## src/rtl/muldiv_seq.sv

```systemverilog
// Radix-2 sequential multiply/divide unit for the RV M-extension ops.
// One shift-add or restoring shift-subtract step per clock; signed ops run on magnitudes.
module muldiv_seq #(
  parameter int XLEN = 32
) (
  input  logic            clk,
  input  logic            rst,
  input  logic            req_valid,
  output logic            req_ready,
  input  logic [2:0]      req_op,
  input  logic [XLEN-1:0] req_a,
  input  logic [XLEN-1:0] req_b,
  output logic            rsp_valid,
  input  logic            rsp_ready,
  output logic [XLEN-1:0] rsp_r,
  input  logic            flush,
  output logic [1:0]      dbg_state
);

  localparam int CNTW = $clog2(XLEN) + 1;

  // Handshake: a request is taken on a clock edge where req_valid && req_ready,
  // a result is taken on an edge where rsp_valid && rsp_ready; flush overrides both.
  typedef enum logic [1:0] {
    IDLE = 2'd0,
    CALC = 2'd1,
    DONE = 2'd2
  } state_t;

  state_t              state;
  logic [2:0]          op;
  logic                neg;
  logic [CNTW-1:0]     cnt;
  logic [2*XLEN-1:0]   prod;
  logic [XLEN:0]       rem;
  logic [XLEN-1:0]     opb;

  logic                a_sgn, b_sgn, a_neg, b_neg;
  logic [XLEN-1:0]     a_abs, b_abs;
  logic                is_div, is_rem, div_zero, ovf, special, neg_flag;
  logic [XLEN-1:0]     special_r;

  logic [XLEN:0]       mul_sum;
  logic [2*XLEN-1:0]   mul_next, prod_fix;
  logic [XLEN+1:0]     div_shift, div_diff;
  logic                borrow;
  logic [XLEN:0]       rem_next;
  logic [XLEN-1:0]     q_next, q_fix, r_fix, res;

  // Operand conditioning at the accept edge.
  always_comb begin
    a_sgn     = (req_op == 3'd1) || (req_op == 3'd2) || (req_op == 3'd4) || (req_op == 3'd6);
    b_sgn     = (req_op == 3'd1) || (req_op == 3'd4) || (req_op == 3'd6);
    a_neg     = a_sgn & req_a[XLEN-1];
    b_neg     = b_sgn & req_b[XLEN-1];
    a_abs     = a_neg ? -req_a : req_a;
    b_abs     = b_neg ? -req_b : req_b;
    is_div    = req_op[2];
    is_rem    = req_op[2] & req_op[1];
    div_zero  = is_div && (req_b == '0);
    ovf       = is_div && !req_op[0] && (req_a == {1'b1, {(XLEN-1){1'b0}}}) && (req_b == '1);
    special   = div_zero || ovf;
    special_r = '0;
    if (div_zero) special_r = is_rem ? req_a : '1;
    else          special_r = is_rem ? '0 : req_a;
    neg_flag = 1'b0;
    case (req_op)
      3'd1, 3'd4: neg_flag = a_neg ^ b_neg;
      3'd2, 3'd6: neg_flag = a_neg;
      default:    neg_flag = 1'b0;
    endcase
  end

  // One iteration step; the multiplier/dividend lives in the low half of prod.
  always_comb begin
    mul_sum   = {1'b0, prod[2*XLEN-1:XLEN]} + (prod[0] ? {1'b0, opb} : '0);
    mul_next  = {mul_sum, prod[XLEN-1:1]};
    div_shift = {rem, prod[XLEN-1]};
    div_diff  = div_shift - {2'b00, opb};
    borrow    = div_diff[XLEN+1];
    rem_next  = borrow ? div_shift[XLEN:0] : div_diff[XLEN:0];
    q_next    = {prod[XLEN-2:0], ~borrow};
    prod_fix  = neg ? -mul_next : mul_next;
    q_fix     = neg ? -q_next : q_next;
    r_fix     = neg ? -rem_next[XLEN-1:0] : rem_next[XLEN-1:0];
    res       = '0;
    case (op)
      3'd0:             res = prod_fix[XLEN-1:0];
      3'd1, 3'd2, 3'd3: res = prod_fix[2*XLEN-1:XLEN];
      3'd4, 3'd5:       res = q_fix;
      default:          res = r_fix;
    endcase
  end

  always_ff @(posedge clk or posedge rst) begin
    if (rst) begin
      state     <= IDLE;
      req_ready <= 1'b1;
      rsp_valid <= 1'b0;
      rsp_r     <= '0;
      cnt       <= '0;
      prod      <= '0;
      rem       <= '0;
      opb       <= '0;
      op        <= '0;
      neg       <= 1'b0;
    end else if (flush) begin
      state     <= IDLE;
      req_ready <= 1'b1;
      rsp_valid <= 1'b0;
      cnt       <= '0;
    end else begin
      case (state)
        IDLE: begin
          if (req_valid && req_ready) begin
            op        <= req_op;
            neg       <= neg_flag;
            req_ready <= 1'b0;
            if (special) begin
              rsp_r     <= special_r;
              rsp_valid <= 1'b1;
              state     <= DONE;
            end else begin
              prod  <= {{XLEN{1'b0}}, a_abs};
              opb   <= b_abs;
              rem   <= '0;
              cnt   <= CNTW'(XLEN);
              state <= CALC;
            end
          end
        end
        CALC: begin
          if (op[2]) begin
            rem  <= rem_next;
            prod <= {{XLEN{1'b0}}, q_next};
          end else begin
            prod <= mul_next;
          end
          cnt <= cnt - CNTW'(1);
          // Sign fix-up is folded into the final step so rsp_r is written once.
          if (cnt == CNTW'(1)) begin
            rsp_r     <= res;
            rsp_valid <= 1'b1;
            state     <= DONE;
          end
        end
        DONE: begin
          if (rsp_ready) begin
            rsp_valid <= 1'b0;
            req_ready <= 1'b1;
            state     <= IDLE;
          end
        end
        default: begin
          state     <= IDLE;
          req_ready <= 1'b1;
          rsp_valid <= 1'b0;
        end
      endcase
    end
  end

  assign dbg_state = state;

endmodule
```

## config.mk

```make
export PLATFORM = sky130hd
export DESIGN_NAME = muldiv_seq
export DESIGN_NICKNAME = d
export VERILOG_FILES = /design/src/rtl/muldiv_seq.sv
export SDC_FILE = /design/constraint.sdc
export NUM_CORES = 1
export LEC_CHECK = 0
export CAP_MARGIN = 25
export CORE_UTILIZATION = 60
export DETAILED_ROUTE_END_ITERATION = 6
export PLACE_DENSITY = 0.8
export SLEW_MARGIN = 20
export SYNTH_ARGS = -nofsm -noshare
export SYNTH_HDL_FRONTEND = slang
export SYNTH_SLANG_ARGS = --single-unit
```

## constraint.sdc

```tcl
create_clock -name clk -period 11.6 [get_ports clk]
set_input_delay 1.16 -clock clk [delete_from_list [all_inputs] [get_ports clk]]
set_output_delay 1.16 -clock clk [all_outputs]
set_load 0.02 [all_outputs]
```

==> results of run 1 <==
-- worst max path at each step --
stage,startpoint,end,slack [ns],cells after the start
2_1_floorplan,rst,cnt[0],5.70,1
3_3_place_gp,req_b[12],rem[1],6.01,14
3_5_place_dp,req_b[12],prod[5],5.87,12
4_1_cts,prod[31],rsp_r[30],5.87,21
5_1_grt,rem[26],rsp_r[30],5.28,20
6_report,prod[31],rsp_r[30],5.74,21
-- worst register-to-register path, stage by stage (launching register included) --
cell	delay [ns]
dfrtp_1	0.46
inv_1	0.26
ha_1	0.21
nor2b_1	0.07
o2111a_1	0.31
o2111ai_2	0.24
a31oi_2	0.20
o211a_1	0.31
inv_2	0.11
buf_4	0.45
mux2i_1	0.36
ha_1	0.21
inv_1	0.06
or2_2	0.30
or4_1	0.42
nor3_1	0.22
a32oi_1	0.17
or2_1	0.35
o41ai_1	0.45
xnor2_1	0.22
a221oi_2	0.11
a311oi_1	0.27
-- through the flow --
| stage | worst slack [ns] | cell area, um^2 | util, % | hold slack, ns | instances |
|---|---|---|---|---|---|
| 3_3_place_gp | 6.01 | 18500 | 64.7 | 0.462 | 2668 |
| 6_report | 5.74 | 19200 | 67.0 | 0.485 | 2703 |
| 5_1_grt | 5.28 | 19200 | 67.0 | 0.525 | 2703 |
| 4_1_cts | 5.87 | 19100 | 66.8 | 0.491 | 2700 |
| 2_1_floorplan | 5.70 | 17400 | - | 0.456 | 2320 |
| 3_5_place_dp | 5.87 | 18500 | 64.7 | 0.473 | 2668 |
-- power groups by stage --
stage	sequential [mW]	clock, mW	combinational [mW]
after floorplan	0.960	0	1.78
after global placement	1.08	0	2.40
final	1.11	0.647	2.55
after detailed placement	1.09	0	2.44
after global routing	1.13	0.671	2.72
after CTS	1.08	0.644	2.45
-- registers in the layout, summed over array words and instances (netlist names), 2 cells and up --
| register | flops |
|---|---|
| rsp_r | 32 |
| opb | 32 |
| dbg_state | 2 |
| prod | 64 |
| cnt | 6 |
| op | 3 |
| rem | 33 |
-- layer usage --
metal,GRT usage (%),wire (um),up-vias
met1,60.2,26200,9015
met2,64.0,27500,1308
li1,-,-,8352
met4,23.0,3770,0
met3,10.0,7460,224
met5,0,0,-
-- cell type report --
class | instances | area, um^2
Sequential cell | 175 | 4380
Clock buffer | 20 | 437
Inverter | 79 | 302
Multi-Input combinational cell | 1901 | 12100
Fill cell | 2459 | 9450
Timing Repair Buffer | 132 | 1280
Clock inverter | 12 | 184
Tap cell | 384 | 480
-- logic make-up after synthesis --
| kind of cell | share of synthesized area [%] |
|---|---|
| mux | 3.24 |
| fa+ha+maj | 5.81 |
| compound gates | 27.0 |
| simple gates | 21.7 |
| xor+xnor | 11.6 |
| buf+inv | 5.51 |
| flops | 25.2 |
-- placed cells by master, fill, tap and decap left out, drive strengths merged, types with 24 or more instances in the layout --
cell	instances
nor2	176
dfrtp	174
nand4	27
inv	83
xor2	102
a21o	27
or3	34
clkdlybuf4s50	107
a21oi	151
nand3	38
mux2i	53
nor3	66
buf	24
o21ai	289
nor4	29
o31ai	36
a22o	28
nand2	300
xnor2	129
ha	72
==> reports/metrics.yaml, run 1 <==
global_routing:
  grt_max_degree: 84
  grt_overflow: 0
  grt_usage_pct: 43.9
  grt_pass1_vias: 16730
  antenna_found_initial: 0
  grt_pass1_wl_mm: 98.3
run_status:
  outcome: "complete, but fails checks"
  violations: "design-rule violations"
critical_path:
  rrSetupSlack_ns: 5.74
  reg2reg_from: "prod[31]"
  max_stage_delay_ns: 0.46
  arrival_ns: 6.21
  worstSetupPathType: "flip-flop to flip-flop"
  cp_slowest_cell: "dfrtp_1"
  worst_setup_path_start_kind: "flip-flop"
  r2r_cells: 21
  path_max_fanout: 52
  required_ns: 11.96
  reg2reg_to: "rsp_r[30]"
  end_kind: "flip-flop"
  crit_chain: "inv_1 -> ha_1 -> nor2b_1 -> o2111a_1 -> o2111ai_2 -> a31oi_2 -> o211a_1 -> inv_2 -> buf_4 -> mux2i_1 -> ha_1 -> inv_1 -> or2_2 -> or4_1 -> nor3_1 -> a32oi_1 -> or2_1 -> o41ai_1 -> xnor2_1 -> a221oi_2 -> a311oi_1"
  worst-path-buf-inv: 4
  critical_path.top_delay_family: "compound AO/OA/AOI/OAI gates"
pwr:
  power_frac_seq_pct: 25.7
  clock_power_share_pct: 15.0
  pwr-share-comb_pct: 59.2
  power.switching_mw: 2.22
  power_density_mw_per_mm2: 224
  p_int_mw: 2.08
  power.switching_fraction_pct: 51.5
  peakVddDrop_mv: 0.156
  leakagePower_nw: 7.79
  power_mw: 4.30
synth:
  yosys_warnings: 0
  ys_ff_latch: 175
  synth.most_common_cell: "nand2_1"
  synth_top_area_share_pct: 25.0
  syn-num-nets: 2466
  synthTopCellsByCount: "nand2_1, o21ai_0, nor2_1, dfrtp_1, a21oi_1"
  synth-main-ff-cell: "dfrtp_1"
  yosysSeqAreaShare_pct: 25.2
  yosysTopAreaCell: "dfrtp_1"
  syn_inst: 2320
  synth_area_mm2: 0.0174
  synth_area_leaders: "dfrtp_1, o21ai_0, xnor2_1"
  avgSynthCellArea_um2: 7.51
  synth-edff-count: 0
  ys_async_sr_fraction_pct: 100
  synth_cell_type_count: 91
clock_network:
  clk_pin_slew_worst_paths_ns: 0.08
  cts.path.max_buffers: 2
  post_cts_buffers: 0
  cts_root_buffer: "clkbuf_16"
  cts_hold_buf: 0
  cts_resized: 0
  cts_inserted_buffers: 17
  cts.sinks: 175
  cts_tree: "done"
  htree_levels: 4
  clk_latency_ns: 0.47
floorplanning:
  start_util_pct: 60.8
  die_height_um: 172
  num_rows: 62
  coreArea_mm2: 0.0286
  die_w_um: 172
  num_io_pins: 108
  dieArea_mm2: 0.0297
route:
  vias: 18899
  first_pass_iters: 7
  drtIter0Drc: 2695
  routed_wl_mm: 65.0
  vias_per_cell: 6.99
  drc: 2
  wl_per_cell_um: 24.0
  postRouteAntennaNets: 0
placed_design:
  gp_congestion: 1.03
  dp_hpwl_mm: 49.1
  io_buffers: 107
sta:
  rsz0062_at_grt: "no"
  setup_violations: 0
  hold_violations: 0
  slew_violations: 0
  timing.final.crit_share_pct: 50.5
  fmaxAchievable_mhz: 171
  tns_ns: 0
  period_needed_ns: 5.86
  worst_slew_pin_slew_ns: 1.12
  skew_ns: 0.0209
  relSlewSlack_pct: 25.2
layout:
  area_delta_synth_final_pct: 10.1
  drive_gt1_share_pct: 4.36
  num-nets-final: 2452
  diodes: 0
worst_hold_path:
  hp-class: "flip-flop to flip-flop"
  holdPathEnd: "rsp_r[3]"
  hp-start: "rsp_r[3]"
  hold_depth: 2
run:
  max_cap_viol_count: 0
No activity file was read; power rests on OpenSTA's default activity.
==> run 2: changes to the inputs <==
--- a/config.mk
+++ b/config.mk
@@ -6,9 +6,9 @@
 export NUM_CORES = 1
 export LEC_CHECK = 0
 export CAP_MARGIN = 25
-export CORE_UTILIZATION = 60
+export CORE_UTILIZATION = 56
 export DETAILED_ROUTE_END_ITERATION = 6
-export PLACE_DENSITY = 0.8
+export PLACE_DENSITY = 0.79
 export SLEW_MARGIN = 20
 export SYNTH_ARGS = -nofsm -noshare
 export SYNTH_HDL_FRONTEND = slang
==> constraint.sdc (replaced) <==
create_clock -name clk -period 4.7 [get_ports clk]
set_input_delay 0.47 -clock clk [delete_from_list [all_inputs] [get_ports clk]]
set_output_delay 0.47 -clock clk [all_outputs]
set_load 0.02 [all_outputs]
==> run 2 against run 1 <==
The run ends with negative setup slack left; sequential cell count is the same; total power grew to 2.8 times the previous value; clock skew grew 0.0010 ns; clock-buffer cell count is the same; utilization grew 3.4 points; critical path depth shrank 1; clock power grew 150%; non-clock buffer count grew 242; setup slack lost 5.9 ns; routed wire length grew 12%; worst hold slack gained 0.0084 ns; design area grew 12%; critical endpoint unchanged.
==> reports/metrics.yaml, run 2 (synthesis results as in run 1) <==
floorplanning:
  num_io_pins: 108
  dieArea_mm2: 0.0318
  num_rows: 64
  start_util_pct: 56.9
  die_w_um: 178
  coreArea_mm2: 0.0306
  die_height_um: 178
clock_network:
  cts_root_buffer: "clkbuf_16"
  cts.sinks: 175
  clk_latency_ns: 0.46
  cts_inserted_buffers: 17
  cts_tree: "done"
  htree_levels: 4
  clk_pin_slew_worst_paths_ns: 0.08
  cts.path.max_buffers: 2
sta:
  skew_ns: 0.0220
  timing.final.crit_share_pct: 103
  fmaxAchievable_mhz: 207
  rsz0062_at_grt: "yes"
  slew_violations: 0
  fin_ws_ns: -0.121
  tns_ns: -0.270
  setup_violations: 6
  worst_slew_pin_slew_ns: 1.04
  relSlewSlack_pct: 30.9
  period_needed_ns: 4.82
  hold_violations: 0
  hold-worst-slack_ns: 0.493
global_routing:
  grt_overflow: 0
  grt_usage_pct: 44.9
  grt_max_degree: 92
  grtUsageMet3_pct: 11.2
  met2_usage_pct: 70.5
  antenna_found_initial: 1
  grt_pass1_vias: 18318
  grt_pass1_wl_mm: 107
  top_usage_layer: "met2"
  met1_usage_pct: 58.3
pwr:
  leakagePower_nw: 9.06
  power_density_mw_per_mm2: 562
  clock_power_share_pct: 13.3
  power_frac_seq_pct: 21.6
  pwr-share-comb_pct: 65.1
  p_int_mw: 6.07
  power.switching_mw: 6.04
  power.switching_fraction_pct: 49.9
  peakVddDrop_mv: 0.464
critical_path:
  worst_setup_path_start_kind: "flip-flop"
  required_ns: 5.07
  rrSetupSlack_ns: -0.12
  end_kind: "flip-flop"
  path_max_fanout: 5
  worstSetupPathType: "flip-flop to flip-flop"
  reg2reg_from: "rem[30]"
  arrival_ns: 5.19
  r2r_cells: 20
  reg2reg_to: "rsp_r[30]"
placed_design:
  placed_cell_area_mm2: 0.0204
  gp_congestion: 1.01
  io_buffers: 107
  dp_hpwl_mm: 55.9
  dp_slack_ns: -0.0883
layout:
  drive_gt1_share_pct: 15.9
  final_cell_mix: "nand2_1, o21ai_0, buf_4"
  final_area_mm2: 0.0215
  area_delta_synth_final_pct: 23.7
  num-nets-final: 2694
  final_common_cell: "nand2_1"
  final_core_utilization_pct: 70.4
  largest_register: "prod"
  largest_register_ffs: 64
  nFillCells: 2475
  reg_top3: "prod (64), rem (33)"
  multiInputGateArea_mm2: 0.0126
  diodes: 0
  register_area_mm2: 0.00438
route:
  postRouteAntennaNets: 0
  drtIter0Drc: 2669
  first_pass_iters: 7
  wl_per_cell_um: 24.6
  vias: 19943
  drc: 0
  routed_wl_mm: 72.7
  vias_per_cell: 6.74
worst_hold_path:
  hp-class: "flip-flop to flip-flop"
  hp-start: "prod[49]"
  hold_depth: 2
  holdPathEnd: "prod[49]"
run_status:
  violations: "negative setup slack"
  outcome: "complete, but fails checks"
run:
  max_cap_viol_count: 0
## run 2: stage by stage
| stage | cells | total power [mW] |
|---|---|---|
| 2_1_floorplan | 2320 | 6.77 |
| 3_3_place_gp | 2910 | 9.64 |
| 3_5_place_dp | 2911 | 9.81 |
| 4_1_cts | 2943 | 11.4 |
| 5_1_grt | 2957 | 12.6 |
| 6_report | 2957 | 12.1 |
## run 2: timing repair
item                                    in CTS  in global routing
endpoints found under the setup margin       5                 18
pin swaps                                    1                 39
setup buffers                                0                 12
hold buffers                                 0                  0
gates resized for setup                      7                 75
## run 2: area by class of cell
type / count / share of cell area [%]
Multi-Input combinational cell: 1901 / 58.3
Sequential cell: 175 / 20.3
Timing Repair Buffer: 374 / 14.7
Tap cell: 396 / 2.30
Clock buffer: 20 / 2.07
Inverter: 79 / 1.39
Clock inverter: 12 / 0.854
## run 2: how the worst max path moves through the flow
stage,startpoint,to,cells after the start
global route,rem[30],rsp_r[30],20
detailed placement,rem[23],rsp_r[30],19
CTS,rem[23],rsp_r[30],20
global placement,rem[17],rsp_r[30],19
finish,rem[30],rsp_r[30],20
floorplan,rem[0],rsp_r[30],23
## run 2: power by group through the flow
| stage | registers (mW) | clock network (mW) | logic (mW) |
|---|---|---|---|
| after global routing | 2.65 | 1.65 | 8.32 |
| after floorplan | 2.37 | 0 | 4.40 |
| after global placement | 2.58 | 0 | 7.07 |
| final | 2.61 | 1.61 | 7.88 |
| after detailed placement | 2.60 | 0 | 7.21 |
| after CTS | 2.57 | 1.59 | 7.28 |
## run 2: worst max-delay path: stages, from the launching register on
cell,delay (ns)
dfrtp_1,0.42
ha_4,0.32
nand4b_4,0.16
o211ai_1,0.31
nor3_2,0.09
buf_4,0.15
a211oi_4,0.22
o211a_1,0.26
inv_2,0.11
mux2i_4,0.19
ha_2,0.21
inv_2,0.04
or2_4,0.23
or4_4,0.54
nor3_4,0.20
a32oi_2,0.10
or2_4,0.31
o41ai_4,0.33
xnor2_1,0.18
a221oi_2,0.09
a311oi_1,0.27
## run 2: metal layers
metal	up-vias	part of all wire [%]
met5	-	0
met3	282	11
met4	0	5.3
met1	9516	39
li1	8828	-
met2	1317	44
==> patch: new RTL, flow settings as in run 2 <==
Make the reset (`rst`) synchronous in one clocked block.
--- a/src/rtl/muldiv_seq.sv
+++ b/src/rtl/muldiv_seq.sv
@@ -94,3 +94,3 @@
 
-  always_ff @(posedge clk or posedge rst) begin
+  always_ff @(posedge clk) begin
     if (rst) begin
Formal check against the unedited RTL: differs if rst is asserted again (counterexample within 4 cycles, from zero or initial values and one cycle with rst high); with rst held inactive, the same outputs for 4 cycles.
==> patch against run 2 <==
The run ends with design-rule violations, negative setup slack left; synthesized area shrank 0.95%; setup slack got worse by 0.091 ns; count of clock-buffer cells in the layout decreased by 2; non-clock buffer count rose by 73; cell area is 3.0% higher; routed wire length up 7.1%; sequential cell count did not move; critical endpoint is now rsp_r[24]; fmax down 1.8%.
Power is not compared: it rests on default switching activity, and its combinational part moved more than twofold at a synthesized area within 25%.
==> patch: results (changes against run 2) <==
Mapped Nets 2596 (+5.3%); Initial DRC Count 3258 (+22%); wl on met1 28.65 mm (+0.34%); setup ws final -0.2118 ns (-0.09054 ns); Synth Flop Type dfxtp_1; FF-to-FF Start opb[28]; Layout fillers 2291 (-7.4%); Min-Delay Startpoint rsp_r[2]; Nets 2885 (+7.1%); Post-Layout Cell Count 3144 (+6.3%); drt drc 56 (+56); async set-reset flop share out of synthesis 0 (-1.000); metal2 WL 34.52 mm (+7.0%); final setup vio count 13 (+7); biggest fanout along the worst timing path 4 (-1); worst rel slew slack 0.3814 (+0.07237); Arrival @ worst endpoint 5.30 ns (+0.11 ns); HPWL after DPL 58.36 mm (+4.3%); Clock Skews 0.01439 ns (-0.007560 ns); failing checks design-rule violations, negative setup slack; largest net degree at the start of global routing 77 (-16%); global placement routability congestion 1.066 (+5.3%); status finished with violations; synth top area cells dfxtp_1 (20%), a21oi_1 (7.3%), xnor2_1 (6.6%), nor2_1 (5.7%), nand2_1 (5.4%); GRT Total Usage 0.4803 (+0.03160)
==> patch: cell count changes in the layout (fill, tap and decap cells not counted), moves of 57 or more <==
| cell | before | now |
|---|---|---|
| dfrtp_1 | 172 | 0 |
| dfxtp_1 | 0 | 156 |
| o21ai_0 | 272 | 140 |
| a21oi_1 | 142 | 240 |
| nor2_1 | 170 | 257 |
| buf_4 | 259 | 331 |
| nand2_1 | 299 | 242 |
==> patch: where the power goes <==
part	switching [µW]	internal (µW)	total, µW	leakage, µW
clock network	779	721	1500	0.000283
logic	1140	762	1910	0.00703
registers	54.9	1540	1590	0.00143
==> patch: kinds of logic (layout without fill, tap and decap cells) <==
family | after synthesis | count (layout) | synth area share
xor gates and xnor gates | 215 | 215 | 0.1092
adders and majority gates | 74 | 74 | 0.05455
other | 0 | 2 | 0
buffers and inverters | 262 | 564 | 0.05796
and+or+nand+nor | 864 | 864 | 0.2400
muxes | 50 | 50 | 0.02952
AOI/OAI and AO/OA | 810 | 810 | 0.3057
DFF | 175 | 175 | 0.2031
==> patch: cell type report <==
cell class	instances	share of cell area
Tap cell	390	0.02198
Multi-Input combinational cell	2013	0.6110
Clock inverter	14	0.006256
Clock buffer	18	0.01978
Timing Repair Buffer	447	0.1668
Antenna cell	2	0.0002255
Sequential cell	175	0.1591
Inverter	85	0.01482
==> patch: stage by stage <==
| step | worst slack [ns] | hold slack [ns] | setup TNS [ns] | instance area (µm²) | power [µW] |
|---|---|---|---|---|---|
| after floorplan | -0.2890 | 0.4319 | -1.128 | 17470 | 2621 |
| after global placement | -0.5611 | 0.4406 | -5.166 | 20760 | 3316 |
| after detailed placement | -0.5838 | 0.4499 | -6.119 | 20760 | 3337 |
| after CTS | -0.1162 | 0.4608 | -0.1174 | 21860 | 4855 |
| after global routing | -0.3838 | 0.4834 | -3.893 | 22190 | 5126 |
| final | -0.2118 | 0.4597 | -1.554 | 22200 | 4997 |
==> patch: per-layer routing <==
metal	vias up	global-route usage
met3	402	0.1350
met5	-	0.008013
met2	1497	0.7539
met4	4	0.3376
met1	10116	0.5626
li1	9522	-
==> patch: worst max-delay path, cell delays in order (launching register included) <==
cell and delay, ns:
dfxtp_2 0.36, inv_2 0.06, ha_4 0.27, and4_4 0.26, nand2_4 0.06, buf_6 0.12
o41ai_4 0.42, buf_4 0.20, nor4_4 0.04, nor2_4 0.19, mux2i_2 0.27, ha_2 0.23
nand2_2 0.06, o21ba_4 0.23, nand4bb_1 0.14, or3_4 0.36, o41a_1 0.45, buf_6 0.14
or2_4 0.25, o21ai_4 0.17, xnor2_2 0.13, o211ai_1 0.13, a211oi_1 0.26
==> patch: repair_timing <==
action                                  4_1_cts  5_1_grt
buffers inserted                             14       11
pin swaps                                    39       54
gates cloned                                  0        0
gates resized for setup                      90       55
hold buffers                                  0        0
endpoints found under the setup margin       21       21
